==> config.mk <==
export PLATFORM = sky130hd
export DESIGN_NAME = lcd_sprite_ctrl_flat
export DESIGN_NICKNAME = d
export VERILOG_FILES = /design/src/rtl/lcd_ctrl_pkg.sv /design/src/rtl/lcd_sprite_ctrl_if.sv /design/src/rtl/key_debounce.sv /design/src/rtl/lcd_sprite_ctrl.sv /design/src/flat_wrapper.sv
export SDC_FILE = /design/constraint.sdc
export NUM_CORES = 1
export LEC_CHECK = 0
export ABC_AREA = 1
export CORE_MARGIN = 4
export CORE_UTILIZATION = 57
export CTS_BUF_LIST = sky130_fd_sc_hd__clkbuf_2
export DETAILED_ROUTE_END_ITERATION = 6
export PLACE_DENSITY_LB_ADDON = 0.08
export SLEW_MARGIN = 20
export SYNTH_ARGS = -nofsm -noshare
export SYNTH_HDL_FRONTEND = slang
export SYNTH_SLANG_ARGS = --single-unit
==> constraint.sdc <==
create_clock -name i_rgb_clk -period 4.1 [get_ports i_rgb_clk]
set_input_delay 1.025 -clock i_rgb_clk [delete_from_list [all_inputs] [get_ports i_rgb_clk]]
set_output_delay 1.025 -clock i_rgb_clk [all_outputs]
set_load 0.03 [all_outputs]
==> src/rtl/lcd_ctrl_pkg.sv <==
// Shared types and helpers for the LCD sprite position controller.
// Position arithmetic is done in 9 bits so the increment clamp cannot wrap.
package lcd_ctrl_pkg;

  typedef enum logic [1:0] {
    StManual,
    StSweepUp,
    StSweepDown
  } state_e;

  typedef enum logic [1:0] {
    CmdNone,
    CmdInc,
    CmdDec
  } cmd_e;

  localparam int unsigned KEY_SEL   = 0;
  localparam int unsigned KEY_LEFT  = 1;
  localparam int unsigned KEY_RIGHT = 2;
  localparam int unsigned KEY_AUTO  = 3;

  function automatic logic [7:0] pos_inc(input logic [7:0] pos, input int unsigned step,
                                         input int unsigned max_pos);
    logic [8:0] sum;
    sum = {1'b0, pos} + 9'(step);
    return (sum > 9'(max_pos)) ? 8'(max_pos) : sum[7:0];
  endfunction

  function automatic logic [7:0] pos_dec(input logic [7:0] pos, input int unsigned step);
    logic [8:0] wide;
    wide = {1'b0, pos};
    return (wide < 9'(step)) ? 8'd0 : 8'(wide - 9'(step));
  endfunction

endpackage

==> src/rtl/lcd_sprite_ctrl_if.sv <==
// Key/vsync inputs and sprite position outputs between the board, the controller
// and the RGB pattern generator.
interface lcd_sprite_ctrl_if;
  logic [3:0] i_key_n;
  logic       i_lcd_vs;
  logic [7:0] o_reg_A;
  logic [7:0] o_reg_B;
  logic       o_sel;
  logic       o_auto;

  modport master (
    output i_key_n,
    output i_lcd_vs,
    input  o_reg_A,
    input  o_reg_B,
    input  o_sel,
    input  o_auto
  );

  modport slave (
    input  i_key_n,
    input  i_lcd_vs,
    output o_reg_A,
    output o_reg_B,
    output o_sel,
    output o_auto
  );
endinterface

==> src/rtl/key_debounce.sv <==
// One active-low key: 2-flop synchroniser, stability counter, press pulse.
// The counter only runs while the synchronised level differs from the accepted one.
module key_debounce #(
  parameter int unsigned DEBOUNCE_CYC = 660000
) (
  input  logic i_rgb_clk,
  input  logic i_rgb_rst,
  input  logic i_key_n,
  output logic o_press
);

  localparam int unsigned CW = (DEBOUNCE_CYC > 1) ? $clog2(DEBOUNCE_CYC) : 1;

  logic          sync1_q;
  logic          sync2_q;
  logic          acc_q;
  logic [CW-1:0] cnt_q;

  always_ff @(posedge i_rgb_clk or posedge i_rgb_rst) begin
    if (i_rgb_rst) begin
      sync1_q <= 1'b1;
      sync2_q <= 1'b1;
      acc_q   <= 1'b1;
      cnt_q   <= '0;
      o_press <= 1'b0;
    end else begin
      sync1_q <= i_key_n;
      sync2_q <= sync1_q;
      o_press <= 1'b0;
      // Level back at the accepted value means the candidate change was a glitch.
      if (sync2_q == acc_q) begin
        cnt_q <= '0;
      end else if (cnt_q == CW'(DEBOUNCE_CYC - 1)) begin
        acc_q   <= sync2_q;
        cnt_q   <= '0;
        o_press <= ~sync2_q;
      end else begin
        cnt_q <= cnt_q + 1'b1;
      end
    end
  end

endmodule

==> src/rtl/lcd_sprite_ctrl.sv <==
// Key-driven sprite X-offset controller; position changes commit only on the vsync edge
// so a frame never shows a half-moved sprite.
module lcd_sprite_ctrl
  import lcd_ctrl_pkg::*;
#(
  parameter int unsigned DEBOUNCE_CYC = 660000,
  parameter int unsigned STEP         = 4,
  parameter int unsigned MAX_POS      = 255,
  parameter int unsigned INIT_A       = 0,
  parameter int unsigned INIT_B       = 0,
  parameter logic        VS_ACTIVE    = 1'b1
) (
  input  logic               i_rgb_clk,
  input  logic               i_rgb_rst,
  lcd_sprite_ctrl_if.slave   bus
);

  logic [3:0] press;
  state_e     state_q;
  cmd_e       pend_q;
  logic [7:0] reg_a_q;
  logic [7:0] reg_b_q;
  logic       sel_q;
  logic       auto_q;
  logic       vs_q;
  logic       commit;
  logic [7:0] cur_pos;
  logic [7:0] new_pos;

  for (genvar k = 0; k < 4; k++) begin : g_key
    key_debounce #(
      .DEBOUNCE_CYC(DEBOUNCE_CYC)
    ) u_key_debounce (
      .i_rgb_clk(i_rgb_clk),
      .i_rgb_rst(i_rgb_rst),
      .i_key_n  (bus.i_key_n[k]),
      .o_press  (press[k])
    );
  end

  assign commit = (bus.i_lcd_vs == VS_ACTIVE) && (vs_q != VS_ACTIVE);

  always_comb begin
    cur_pos = sel_q ? reg_b_q : reg_a_q;
    new_pos = cur_pos;
    unique case (state_q)
      StManual: begin
        if (pend_q == CmdInc) new_pos = pos_inc(cur_pos, STEP, MAX_POS);
        else if (pend_q == CmdDec) new_pos = pos_dec(cur_pos, STEP);
      end
      StSweepUp:   new_pos = pos_inc(cur_pos, STEP, MAX_POS);
      StSweepDown: new_pos = pos_dec(cur_pos, STEP);
      default:     new_pos = cur_pos;
    endcase
  end

  // Later assignments intentionally win: a new press beats the commit's pending clear,
  // and the auto toggle beats a sweep direction change in the same cycle.
  always_ff @(posedge i_rgb_clk or posedge i_rgb_rst) begin
    if (i_rgb_rst) begin
      state_q <= StManual;
      pend_q  <= CmdNone;
      reg_a_q <= 8'(INIT_A);
      reg_b_q <= 8'(INIT_B);
      sel_q   <= 1'b0;
      auto_q  <= 1'b0;
      vs_q    <= 1'b0;
    end else begin
      vs_q <= bus.i_lcd_vs;
      if (commit) begin
        if (sel_q) reg_b_q <= new_pos;
        else       reg_a_q <= new_pos;
        pend_q <= CmdNone;
        if (state_q == StSweepUp && new_pos == 8'(MAX_POS)) state_q <= StSweepDown;
        if (state_q == StSweepDown && new_pos == 8'd0)      state_q <= StSweepUp;
      end
      if (!auto_q && press[KEY_RIGHT])     pend_q <= CmdInc;
      else if (!auto_q && press[KEY_LEFT]) pend_q <= CmdDec;
      if (press[KEY_SEL]) sel_q <= ~sel_q;
      if (press[KEY_AUTO]) begin
        auto_q  <= ~auto_q;
        state_q <= auto_q ? StManual : StSweepUp;
        if (!auto_q) pend_q <= CmdNone;
      end
    end
  end

  assign bus.o_reg_A = reg_a_q;
  assign bus.o_reg_B = reg_b_q;
  assign bus.o_sel   = sel_q;
  assign bus.o_auto  = auto_q;

endmodule

==> src/flat_wrapper.sv <==
// flat-port wrapper written by rule: the top's interface ports become plain ports
module lcd_sprite_ctrl_flat import lcd_ctrl_pkg::*;
#(
  parameter int unsigned DEBOUNCE_CYC = 660000,
  parameter int unsigned STEP         = 4,
  parameter int unsigned MAX_POS      = 255,
  parameter int unsigned INIT_A       = 0,
  parameter int unsigned INIT_B       = 0,
  parameter logic        VS_ACTIVE    = 1'b1
)
  (i_rgb_clk, i_rgb_rst, bus_i_key_n, bus_i_lcd_vs, bus_o_reg_A, bus_o_reg_B, bus_o_sel, bus_o_auto);
  lcd_sprite_ctrl_if bus_i ();
  input  logic i_rgb_clk;
  input  logic i_rgb_rst;
  input wire logic [$bits(bus_i.i_key_n)-1:0] bus_i_key_n;
  input wire logic [$bits(bus_i.i_lcd_vs)-1:0] bus_i_lcd_vs;
  output wire logic [$bits(bus_i.o_reg_A)-1:0] bus_o_reg_A;
  output wire logic [$bits(bus_i.o_reg_B)-1:0] bus_o_reg_B;
  output wire logic [$bits(bus_i.o_sel)-1:0] bus_o_sel;
  output wire logic [$bits(bus_i.o_auto)-1:0] bus_o_auto;
  assign bus_i.i_key_n = bus_i_key_n;
  assign bus_i.i_lcd_vs = bus_i_lcd_vs;
  assign bus_o_reg_A = bus_i.o_reg_A;
  assign bus_o_reg_B = bus_i.o_reg_B;
  assign bus_o_sel = bus_i.o_sel;
  assign bus_o_auto = bus_i.o_auto;
  lcd_sprite_ctrl #(.DEBOUNCE_CYC(DEBOUNCE_CYC), .STEP(STEP), .MAX_POS(MAX_POS), .INIT_A(INIT_A), .INIT_B(INIT_B), .VS_ACTIVE(VS_ACTIVE)) u_core (.i_rgb_clk(i_rgb_clk), .i_rgb_rst(i_rgb_rst), .bus(bus_i));
endmodule
==> results.yml, run 1 <==
timing:
  fin_tns_setup_ns: 0
  tightest_slew_ns: 0.771
  maxSlewHeadroom_pct: 48.6
  finalSetupViolations: 0
  final_critical_path_time_including_i_o_delays_and_setup_ns: 3.42
  rsz0062_at_grt: "no"
  final.setup_skew_ns: 0.0302
  whs_ns: 0.337
  final.period_utilization_pct: 83.4
  hold_viol: 0
  final-max-slew-violation-count: 0
  setup_ws_ns: 0.680
  max_freq_mhz: 292
synth:
  cells_after_synthesis: 830
  synth_cell_type_count: 47
  syn_nets: 844
  syn-cell-area_sq_um: 6520
  ys_warn_count: 0
  ys_seq_elements: 119
  register_area_share_after_synthesis_pct: 45.9
  top_reg_cell_synth: "sky130_fd_sc_hd__dfrtp_1"
  ys_async_sr_fraction_pct: 100
  synth-edff-count: 0
  synth.avg_cell_area_sq_um: 7.86
cts:
  cts_hold_repair_buffers: 0
  clk_latency_ns: 0.70
  clock_sink_count: 119
  cts_root_buffer: "sky130_fd_sc_hd__clkbuf_2"
  total_number_of_h_tree_levels: 4
  worst_setup_hold_path_clk_slew_ns: 0.20
  post_cts_setup_buffer_count: 0
  cts_tree: "done"
  cts-root-to-sink-buffers: 2
  cts-buffers-inserted: 17
  cts_resized: 0
placed_design:
  placedCellCount: 992
  io_buffers: 24
  routabilityCongestion: 0.911
  placement.setup.worst_slack_ns: 1.01
  hpwl_um: 10300
setup_path:
  crit_path_max_incr_delay_ns: 0.88
  timing.critical_path.buf_inv: 1
  critical_path_required_ns: 3.07
  timing.critical_path.depth: 1
  critPathSlowestCell: "sky130_fd_sc_hd__dfrtp_1"
  cp.arrival_ns: 2.39
  worstPathCellList: "clkdlybuf4s50_1"
  critical_path.endpoint_type: "output port"
  path_class: "reg2out"
  timing.critical_path.fanout_max: 18
  startpoint_type: "flop"
  ff2ff_path_depth: 20
  critical-path-top-delay-family: "flip-flops"
drt:
  wirelength_um: 13800
  via_per_inst: 5.39
  drt_pre_antenna_iters: 5
  wl_per_cell_um: 13.5
  route.antenna.remaining_nets: 0
  drt_first_iter_violations: 428
  drcViolationCount: 0
  num_vias: 5517
power:
  switching_power_w: 0.000842
  p_leak_nw: 3.20
  power_report.internal_total_w: 0.00165
  seqPwrFrac_pct: 49.8
  pwr-share-clk_pct: 30.4
  comb_power_share_pct: 19.8
  max-vdd-ir-drop_uv: 273
  power_per_cell_area_nw_per_um2: 347
  power.share.switching_pct: 33.8
die:
  num_rows: 38
  core_area_sq_um: 11000
  design.portCount: 25
  die_w_um: 115
  die_height_um: 115
  die_area_sq_um: 13200
  floorplan.initialDensity_pct: 59.1
grt:
  globalRouteTotalUtil_pct: 22.5
  initial_antenna_violation_count: 0
  grt_max_degree: 60
  vias_in_the_first_global_route: 5334
  globalRouteOverflowTotal: 0
  first_pass_grt_wire_length_um: 23900
finish:
  insertedDiodeCount: 0
  final_net_count: 885
  layout.cells.non_filler: 1024
  fillerInstances: 944
  layout_overhead_on_the_synthesized_area_pct: 10.0
  post-route-util_pct: 65.1
  layout-drive-gt1-share_pct: 12.1
job:
  maxCapViolCount: 0
worst_hold_path:
  hold_class: "reg2reg"
  min_delay_path_depth: 0
outcome:
  run_status: "finished clean"
## sequential cells by signal, summed over array words and instances, names as in the netlist, 2 cells and up
name	flops
u_core.g_key.u_key_debounce.sync1_q	4
u_core.bus.o_reg_B	8
u_core.pend_q	2
u_core.g_key.u_key_debounce.acc_q	4
u_core.g_key.u_key_debounce.o_press	4
u_core.state_q	2
u_core.bus.o_reg_A	8
u_core.g_key.u_key_debounce.sync2_q	4
u_core.g_key.u_key_debounce.cnt_q	80
## synth_stat cells (3+ instances only)
master	instances	share of area (%)
sky130_fd_sc_hd__a21oi_1	37	2.8
sky130_fd_sc_hd__a211oi_1	4	0.46
sky130_fd_sc_hd__nor2_1	120	6.9
sky130_fd_sc_hd__xor2_1	12	1.6
sky130_fd_sc_hd__dfstp_2	12	4.8
sky130_fd_sc_hd__o21ai_0	24	1.8
sky130_fd_sc_hd__o21a_1	6	0.69
sky130_fd_sc_hd__nor4_2	6	1.2
sky130_fd_sc_hd__nand3_2	7	1.1
sky130_fd_sc_hd__inv_1	117	6.7
sky130_fd_sc_hd__nand2_4	3	0.52
sky130_fd_sc_hd__clkinv_1	3	0.17
sky130_fd_sc_hd__a31oi_1	4	0.38
sky130_fd_sc_hd__nand2_2	9	0.86
sky130_fd_sc_hd__nor2_2	7	0.67
sky130_fd_sc_hd__dfrtp_1	107	41
sky130_fd_sc_hd__inv_2	10	0.58
sky130_fd_sc_hd__nand4_1	22	2.1
sky130_fd_sc_hd__xnor2_1	4	0.54
sky130_fd_sc_hd__nor4_1	13	1.2
sky130_fd_sc_hd__nor3b_1	14	1.6
sky130_fd_sc_hd__nand3_1	42	3.2
sky130_fd_sc_hd__nand2_1	162	9.3
sky130_fd_sc_hd__ha_1	7	1.3
sky130_fd_sc_hd__nor3_2	6	0.92
sky130_fd_sc_hd__nor3_1	41	3.1
## power by group through the flow
stage / logic [W] / registers [W] / clock network [W]
after floorplan: 0.000297 / 0.00130 / 0
after global placement: 0.000484 / 0.00126 / 0
after detailed placement: 0.000490 / 0.00126 / 0
after CTS: 0.000492 / 0.00124 / 0.000781
after global routing: 0.000544 / 0.00125 / 0.000836
final: 0.000493 / 0.00124 / 0.000758
## cells by family (layout without fill, tap and decap cells)
logic type               after synthesis  in the layout  share of synthesized area [%]
multiplexers                           3              3                          0.499
buffers and inverters                135            189                           8.04
flip-flops                           119            119                           45.9
AND/OR/NAND/NOR                      466            466                           34.6
AO/OA/AOI/OAI                         84             84                           7.46
XOR/XNOR                              16             16                           2.15
adder cells (fa/ha/maj)                7              7                           1.34
## cell type report
cell class	count	area, sq um	share of cell area, %
Clock buffer	17	85.1	1.19
Clock inverter	15	151	2.11
Inverter	131	498	6.94
Multi-Input combinational cell	576	3010	41.9
Sequential cell	119	2990	41.7
Tap cell	140	175	2.44
Timing Repair Buffer	26	268	3.73
## cell usage in the layout, fill, tap and decap left out, types with 3 or more instances in the layout
| cell type | synthesis | layout |
|---|---|---|
| sky130_fd_sc_hd__nand2_1 | 162 | 162 |
| sky130_fd_sc_hd__nor2_1 | 120 | 120 |
| sky130_fd_sc_hd__inv_1 | 117 | 116 |
| sky130_fd_sc_hd__dfrtp_1 | 107 | 107 |
| sky130_fd_sc_hd__nand3_1 | 42 | 42 |
| sky130_fd_sc_hd__nor3_1 | 41 | 41 |
| sky130_fd_sc_hd__a21oi_1 | 37 | 37 |
| sky130_fd_sc_hd__o21ai_0 | 24 | 24 |
| sky130_fd_sc_hd__clkdlybuf4s50_1 | 0 | 24 |
| sky130_fd_sc_hd__nand4_1 | 22 | 22 |
| sky130_fd_sc_hd__clkbuf_2 | 0 | 17 |
| sky130_fd_sc_hd__nor3b_1 | 14 | 14 |
| sky130_fd_sc_hd__nor4_1 | 13 | 13 |
| sky130_fd_sc_hd__xor2_1 | 12 | 12 |
| sky130_fd_sc_hd__dfstp_2 | 12 | 12 |
| sky130_fd_sc_hd__inv_2 | 10 | 10 |
| sky130_fd_sc_hd__nand2_2 | 9 | 9 |
| sky130_fd_sc_hd__nor2_2 | 7 | 7 |
| sky130_fd_sc_hd__nand3_2 | 7 | 7 |
| sky130_fd_sc_hd__ha_1 | 7 | 7 |
| sky130_fd_sc_hd__nor4_2 | 6 | 6 |
| sky130_fd_sc_hd__nor3_2 | 6 | 6 |
| sky130_fd_sc_hd__o21a_1 | 6 | 6 |
| sky130_fd_sc_hd__a211oi_1 | 4 | 4 |
| sky130_fd_sc_hd__xnor2_1 | 4 | 4 |
| sky130_fd_sc_hd__clkinv_1 | 3 | 4 |
| sky130_fd_sc_hd__a31oi_1 | 4 | 4 |
| sky130_fd_sc_hd__clkinv_2 | 0 | 4 |
| sky130_fd_sc_hd__inv_6 | 0 | 4 |
| sky130_fd_sc_hd__nand2_4 | 3 | 3 |
| sky130_fd_sc_hd__clkinvlp_4 | 0 | 3 |
## worst paths after layout
path                                                                        from                                          endpoint  slack (ns)
worst min-delay path            u_core.g_key[3].u_key_debounce.sync1_q$_DFF_PP1_  u_core.g_key[3].u_key_debounce.sync2_q$_DFF_PP1_        0.34
worst max-delay path                                u_core.bus.o_sel$_DFFE_PP0P_                                         bus_o_sel        0.68
worst min register to register  u_core.g_key[3].u_key_debounce.sync1_q$_DFF_PP1_  u_core.g_key[3].u_key_debounce.sync2_q$_DFF_PP1_        0.34
worst max register to register                      u_core.bus.o_sel$_DFFE_PP0P_                     u_core.state_q[1]$_DFFE_PP0P_        0.91
max in group asynchronous                                              i_rgb_rst  u_core.g_key[2].u_key_debounce.sync2_q$_DFF_PP1_        2.47
min in group asynchronous                                              i_rgb_rst                 u_core.bus.o_reg_A[3]$_DFFE_PP0P_        0.76
## metrics by stage
stage               total power (W)  instance area (sq um)
finish                      0.00249                   7180
detailed placement          0.00175                   6940
CTS                         0.00252                   7180
global placement            0.00175                   6940
global route                0.00263                   7180
floorplan                   0.00160                   6530
## per-layer routing
layer | share of wire, % | GRT usage, % | vias to the layer above | wire (um)
li1 | - | - | 2794 | -
met1 | 46 | 29.4 | 2592 | 6340
met2 | 49 | 36.2 | 106 | 6710
met3 | 3.4 | 5.79 | 25 | 476
met4 | 2.2 | 8.53 | 0 | 299
met5 | 0 | 0 | - | 0
No activity file was read; power rests on OpenSTA's default activity.
==> run 2, diff against run 1 <==
==> constraint.sdc (replaced) <==
create_clock -name i_rgb_clk -period 3.18 [get_ports i_rgb_clk]
set_input_delay 0.795 -clock i_rgb_clk [delete_from_list [all_inputs] [get_ports i_rgb_clk]]
set_output_delay 0.795 -clock i_rgb_clk [all_outputs]
set_load 0.03 [all_outputs]
==> run 2 against run 1 <==
Worst setup slack got worse by 0.47 ns. Register-to-register slack got worse by 0.53 ns. Utilization rose by 0.091 points. Clock skew barely moved. Design area grew 0.14%. Critical path type unchanged. Largest power group unchanged.
==> results.yml, run 2 (synthesis gave the netlist of run 1 again) <==
outcome:
  run_status: "finished clean"
die:
  num_rows: 38
  die_area_sq_um: 13200
  core_area_sq_um: 11000
  design.portCount: 25
  floorplan.initialDensity_pct: 59.1
  die_height_um: 115
  die_w_um: 115
setup_path:
  timing.critical_path.fanout_max: 13
  timing.critical_path.depth: 2
  critical-path-top-delay-family: "buffers and inverters"
  cp.arrival_ns: 2.18
  rr_endpoint: "u_core.state_q[0]$_DFFE_PP0P_"
  startpoint_type: "flop"
  reg2reg_slack_ns: 0.38
  critical_path_required_ns: 2.38
  ff2ff_path_depth: 20
  worstPathCellList: "buf_4 > clkdlybuf4s50_1"
  worstReg2RegStart: "u_core.bus.o_sel$_DFFE_PP0P_"
  critical_path.endpoint_type: "output port"
  crit_end: "bus_o_sel"
  timing.critical_path.from: "u_core.bus.o_sel$_DFFE_PP0P_"
  critPathSlowestCell: "sky130_fd_sc_hd__clkdlybuf4s50_1"
  timing.critical_path.buf_inv: 2
  crit_path_max_incr_delay_ns: 0.72
  path_class: "reg2out"
drt:
  wl_per_cell_um: 13.9
  num_vias: 5582
  route.antenna.remaining_nets: 0
  drt_pre_antenna_iters: 6
  drt_first_iter_violations: 380
  drcViolationCount: 0
  wirelength_um: 14200
  via_per_inst: 5.44
grt:
  first_pass_grt_wire_length_um: 24700
  vias_in_the_first_global_route: 5498
  initial_antenna_violation_count: 0
  globalRouteOverflowTotal: 0
  grt_max_degree: 120
  globalRouteTotalUtil_pct: 23.3
finish:
  registers.top_by_ff_count: "u_core.g_key.u_key_debounce.cnt_q"
  largest_register_ffs: 80
  layout_commonest_cell: "sky130_fd_sc_hd__nand2_1"
  insertedDiodeCount: 0
  layout_overhead_on_the_synthesized_area_pct: 10.2
  most_frequent_cells_in_the_layout: "162 x sky130_fd_sc_hd__nand2_1, 120 x sky130_fd_sc_hd__nor2_1, 116 x sky130_fd_sc_hd__inv_1"
  layout-drive-gt1-share_pct: 12.4
  final_net_count: 887
cts:
  cts_resized: 0
  cts-buffers-inserted: 17
  cts_root_buffer: "sky130_fd_sc_hd__clkbuf_2"
  worst_setup_hold_path_clk_slew_ns: 0.18
  total_number_of_h_tree_levels: 4
  cts-root-to-sink-buffers: 2
  clock_sink_count: 119
  clk_latency_ns: 0.70
  post_cts_setup_buffer_count: 0
  cts_hold_repair_buffers: 0
  cts_tree: "done"
placed_design:
  routabilityCongestion: 0.904
  io_buffers: 24
  hpwl_um: 10500
power:
  max-vdd-ir-drop_uv: 458
  power.share.switching_pct: 33.2
  switching_power_w: 0.00106
  seqPwrFrac_pct: 50.0
  comb_power_share_pct: 19.5
  power_per_cell_area_nw_per_um2: 446
  pwr-share-clk_pct: 30.4
  power.total_w: 0.00320
  power_report.internal_total_w: 0.00214
  p_leak_nw: 3.21
timing:
  final.setup_skew_ns: 0.0307
  fin_tns_setup_ns: 0
  maxSlewHeadroom_pct: 55.5
  max_freq_mhz: 336
  whs_ns: 0.369
  rsz0062_at_grt: "no"
  final.period_utilization_pct: 93.5
  hold_viol: 0
  tightest_slew_ns: 0.662
  final_critical_path_time_including_i_o_delays_and_setup_ns: 2.97
  finalSetupViolations: 0
  final-max-slew-violation-count: 0
worst_hold_path:
  hold_class: "reg2reg"
job:
  maxCapViolCount: 0
==> run 2: cell count changes in the layout (fill, tap and decap cells not counted), sizes merged <==
| cell | change |
|---|---|
| clkinvlp | +2 |
| inv | -2 |
| clkinv | -4 |
| clkbuf | +4 |
| buf | +2 |
==> run 2: per-layer routing <==
metal	global-route usage [%]	routed length, um	vias up
met1	30.4	6600	2651
met4	8.22	275	0
li1	-	-	2796
met2	38.7	6810	110
met5	0	0	-
met3	5.16	550	25
==> run 2: cell type report <==
cell class,count,area (sq um)
Fill cell,933,3840
Sequential cell,119,2990
Clock inverter,11,126
Tap cell,140,175
Timing Repair Buffer,28,283
Inverter,131,498
Multi-Input combinational cell,576,3010
Clock buffer,21,105
==> run 2: power groups by stage <==
stage / clock network (W) / registers, W / logic (W)
floorplan: 0 / 0.00168 / 0.000382
global route: 0.00107 / 0.00161 / 0.000697
global placement: 0 / 0.00163 / 0.000624
CTS: 0.000994 / 0.00160 / 0.000625
finish: 0.000974 / 0.00160 / 0.000626
detailed placement: 0 / 0.00163 / 0.000623
==> run 2: metrics by stage <==
stage                     instances  utilization (%)  setup slack (ns)  cell area (sq um)
after global placement          994             63.1             0.569               6960
after CTS                      1026             65.2             0.167               7190
after floorplan                 830                -             0.623               6530
after detailed placement        994             63.1             0.425               6960
after global routing           1026             65.2            0.0703               7190
final                          1026             65.2             0.208               7190
==> run 2: worst min path at each step <==
stage	startpoint	end	slack, ns	depth (start not counted)
final	u_core.g_key[1].u_key_debounce.sync1_q$_DFF_PP1_	u_core.g_key[1].u_key_debounce.sync2_q$_DFF_PP1_	0.37	0
after global routing	u_core.g_key[1].u_key_debounce.sync1_q$_DFF_PP1_	u_core.g_key[1].u_key_debounce.sync2_q$_DFF_PP1_	0.37	0
after CTS	u_core.g_key[1].u_key_debounce.sync1_q$_DFF_PP1_	u_core.g_key[1].u_key_debounce.sync2_q$_DFF_PP1_	0.37	0
after detailed placement	u_core.g_key[3].u_key_debounce.sync1_q$_DFF_PP1_	u_core.g_key[3].u_key_debounce.sync2_q$_DFF_PP1_	0.35	0
after global placement	u_core.g_key[3].u_key_debounce.sync1_q$_DFF_PP1_	u_core.g_key[3].u_key_debounce.sync2_q$_DFF_PP1_	0.35	0
after floorplan	u_core.g_key[0].u_key_debounce.sync1_q$_DFF_PP1_	u_core.g_key[0].u_key_debounce.sync2_q$_DFF_PP1_	0.35	0
==> run 2: worst register-to-register path, stage by stage, from the launching register on <==
cell and delay (ns):
sky130_fd_sc_hd__dfrtp_1 0.51, sky130_fd_sc_hd__buf_4 0.27, sky130_fd_sc_hd__nand2_1 0.07, sky130_fd_sc_hd__nand2_1 0.17
sky130_fd_sc_hd__ha_1 0.26, sky130_fd_sc_hd__inv_1 0.12, sky130_fd_sc_hd__nor2_1 0.06, sky130_fd_sc_hd__nand3_1 0.06
sky130_fd_sc_hd__nor2_1 0.05, sky130_fd_sc_hd__nand2_1 0.05, sky130_fd_sc_hd__nor2_1 0.05, sky130_fd_sc_hd__nand3_2 0.10
sky130_fd_sc_hd__nand2_1 0.07, sky130_fd_sc_hd__nand2_1 0.11, sky130_fd_sc_hd__nand3_1 0.10, sky130_fd_sc_hd__nand2_1 0.12
sky130_fd_sc_hd__nand3_1 0.08, sky130_fd_sc_hd__nor2_1 0.18, sky130_fd_sc_hd__nand3_1 0.14, sky130_fd_sc_hd__nand4_1 0.11
sky130_fd_sc_hd__nand2_1 0.06
==> run 3, diff against run 2 <==
--- a/config.mk
+++ b/config.mk
@@ -6,11 +6,11 @@
 export NUM_CORES = 1
 export LEC_CHECK = 0
 export ABC_AREA = 1
-export CORE_MARGIN = 4
 export CORE_UTILIZATION = 57
 export CTS_BUF_LIST = sky130_fd_sc_hd__clkbuf_2
 export DETAILED_ROUTE_END_ITERATION = 6
 export PLACE_DENSITY_LB_ADDON = 0.08
+export RECOVER_POWER = 25
 export SLEW_MARGIN = 20
 export SYNTH_ARGS = -nofsm -noshare
 export SYNTH_HDL_FRONTEND = slang
==> run 3 against run 2 <==
Critical path depth is the same. Sequential cell count is the same. Clock-buffer cell count shrank 2. Clock power grew 4%. Power grew 1.1%. Design area is essentially flat. Utilization grew 0.32 points. Routed wire length shrank 1.6%. Sequential power is essentially flat. Combinational power is essentially flat. Critical endpoint unchanged. Largest power group unchanged.
==> results.yml, run 3 (synthesis gave the netlist of run 1 again) <==
grt:
  vias_in_the_first_global_route: 5236
  initial_antenna_violation_count: 0
  first_pass_grt_wire_length_um: 23700
  globalRouteOverflowTotal: 0
  globalRouteTotalUtil_pct: 25.8
  grt_max_degree: 54
cts:
  cts_resized: 0
  cts-root-to-sink-buffers: 2
  cts_root_buffer: "sky130_fd_sc_hd__clkbuf_2"
  cts-buffers-inserted: 17
  total_number_of_h_tree_levels: 4
  worst_setup_hold_path_clk_slew_ns: 0.16
  post_cts_setup_buffer_count: 0
  clk_latency_ns: 0.71
  cts_tree: "done"
  cts_hold_repair_buffers: 0
  clock_sink_count: 119
drt:
  via_per_inst: 5.46
  num_vias: 5607
  drt_first_iter_violations: 391
  wirelength_um: 14000
  drcViolationCount: 0
  wl_per_cell_um: 13.6
  drt_pre_antenna_iters: 5
  route.antenna.remaining_nets: 0
power:
  power.total_w: 0.00324
  max-vdd-ir-drop_uv: 418
  p_leak_nw: 3.22
  power_per_cell_area_nw_per_um2: 450
timing:
  rsz0062_at_grt: "no"
  whs_ns: 0.367
  tightest_slew_ns: 1.27
  max_freq_mhz: 341
  final.period_utilization_pct: 92.2
  fin_tns_setup_ns: 0
  maxSlewHeadroom_pct: 15.6
  final_critical_path_time_including_i_o_delays_and_setup_ns: 2.93
  hold_viol: 0
  finalSetupViolations: 0
  final-max-slew-violation-count: 0
  final.setup_skew_ns: 0.0339
finish:
  layout.cells.non_filler: 1027
  layout-drive-gt1-share_pct: 12.1
  registers.top_by_ff_count: "u_core.g_key.u_key_debounce.cnt_q"
  finish.instance_area_sq_um: 7190
  most_frequent_cells_in_the_layout: "162 x sky130_fd_sc_hd__nand2_1, 120 x sky130_fd_sc_hd__nor2_1, 116 x sky130_fd_sc_hd__inv_1"
  largest_register_ffs: 80
  final_net_count: 888
  layout_commonest_cell: "sky130_fd_sc_hd__nand2_1"
  area.sequential_sq_um: 2990
  multi_input_area_sq_um: 3010
  layout_overhead_on_the_synthesized_area_pct: 10.2
  insertedDiodeCount: 0
  fillerInstances: 937
setup_path:
  timing.critical_path.buf_inv: 2
  critical_path.endpoint_type: "output port"
  worstPathCellList: "buf_4 > clkdlybuf4s50_1"
  cp.arrival_ns: 2.14
  ff2ff_path_depth: 20
  startpoint_type: "flop"
  path_class: "reg2out"
  timing.critical_path.fanout_max: 14
  worstReg2RegStart: "u_core.bus.o_sel$_DFFE_PP0P_"
  timing.critical_path.depth: 2
  crit_path_max_incr_delay_ns: 0.71
  critical_path_required_ns: 2.38
  critPathSlowestCell: "sky130_fd_sc_hd__clkdlybuf4s50_1"
  critical-path-top-delay-family: "buffers and inverters"
  timing.critical_path.from: "u_core.bus.o_sel$_DFFE_PP0P_"
placed_design:
  placedCellCount: 995
  detailed_place.area_sq_um: 6980
  hpwl_um: 10600
  routabilityCongestion: 0.924
  io_buffers: 24
outcome:
  run_status: "finished clean"
worst_hold_path:
  min_delay_path_depth: 0
  timing.hold.worst.start: "u_core.g_key[1].u_key_debounce.sync1_q$_DFF_PP1_"
  hold_class: "reg2reg"
die:
  core_area_sq_um: 11000
  die_height_um: 109
  die_w_um: 109
  design.portCount: 25
  num_rows: 38
  floorplan.initialDensity_pct: 59.4
  die_area_sq_um: 11900
job:
  maxCapViolCount: 0
==> run 3: metal layers <==
| layer | vias to the layer above | global-route usage (%) | part of all wire [%] |
|---|---|---|---|
| li1 | 2811 | - | - |
| met4 | 0 | 9.36 | 1.8 |
| met5 | - | 0 | 0 |
| met2 | 101 | 42.7 | 49 |
| met1 | 2673 | 32.9 | 45 |
| met3 | 22 | 6.28 | 3.6 |
==> run 3: where the power goes <==
part | switching [W] | leakage, nW | internal (W)
registers | 0.0000395 | 1.59 | 0.00156
clock network | 0.000563 | 0.149 | 0.000442
logic | 0.000431 | 1.49 | 0.000197
==> run 3: per-stage QoR <==
stage	util, %	setup WS, ns
2_1_floorplan	-	0.623
3_3_place_gp	63.5	0.595
3_5_place_dp	63.5	0.522
4_1_cts	65.8	0.189
5_1_grt	65.5	0.119
6_report	65.5	0.248
==> run 3: final timing paths <==
check	endpoint	slack [ns]
worst max-delay path	bus_o_sel	0.25
worst min-delay path	u_core.g_key[1].u_key_debounce.sync2_q$_DFF_PP1_	0.37
worst max register to register	u_core.state_q[1]$_DFFE_PP0P_	0.47
worst min register to register	u_core.g_key[1].u_key_debounce.sync2_q$_DFF_PP1_	0.37
max in group asynchronous	u_core.g_key[2].u_key_debounce.cnt_q[1]$_DFF_PP0_	0.97
min in group asynchronous	u_core.g_key[3].u_key_debounce.cnt_q[6]$_DFF_PP0_	0.60
==> run 3: final cells by class <==
class                           instances  share of cell area, %
Sequential cell                       119                   41.6
Clock inverter                         13                   2.12
Inverter                              131                   6.89
Timing Repair Buffer                   29                   3.79
Multi-Input combinational cell        576                   41.8
Tap cell                              140                   2.44
Clock buffer                           19                   1.32
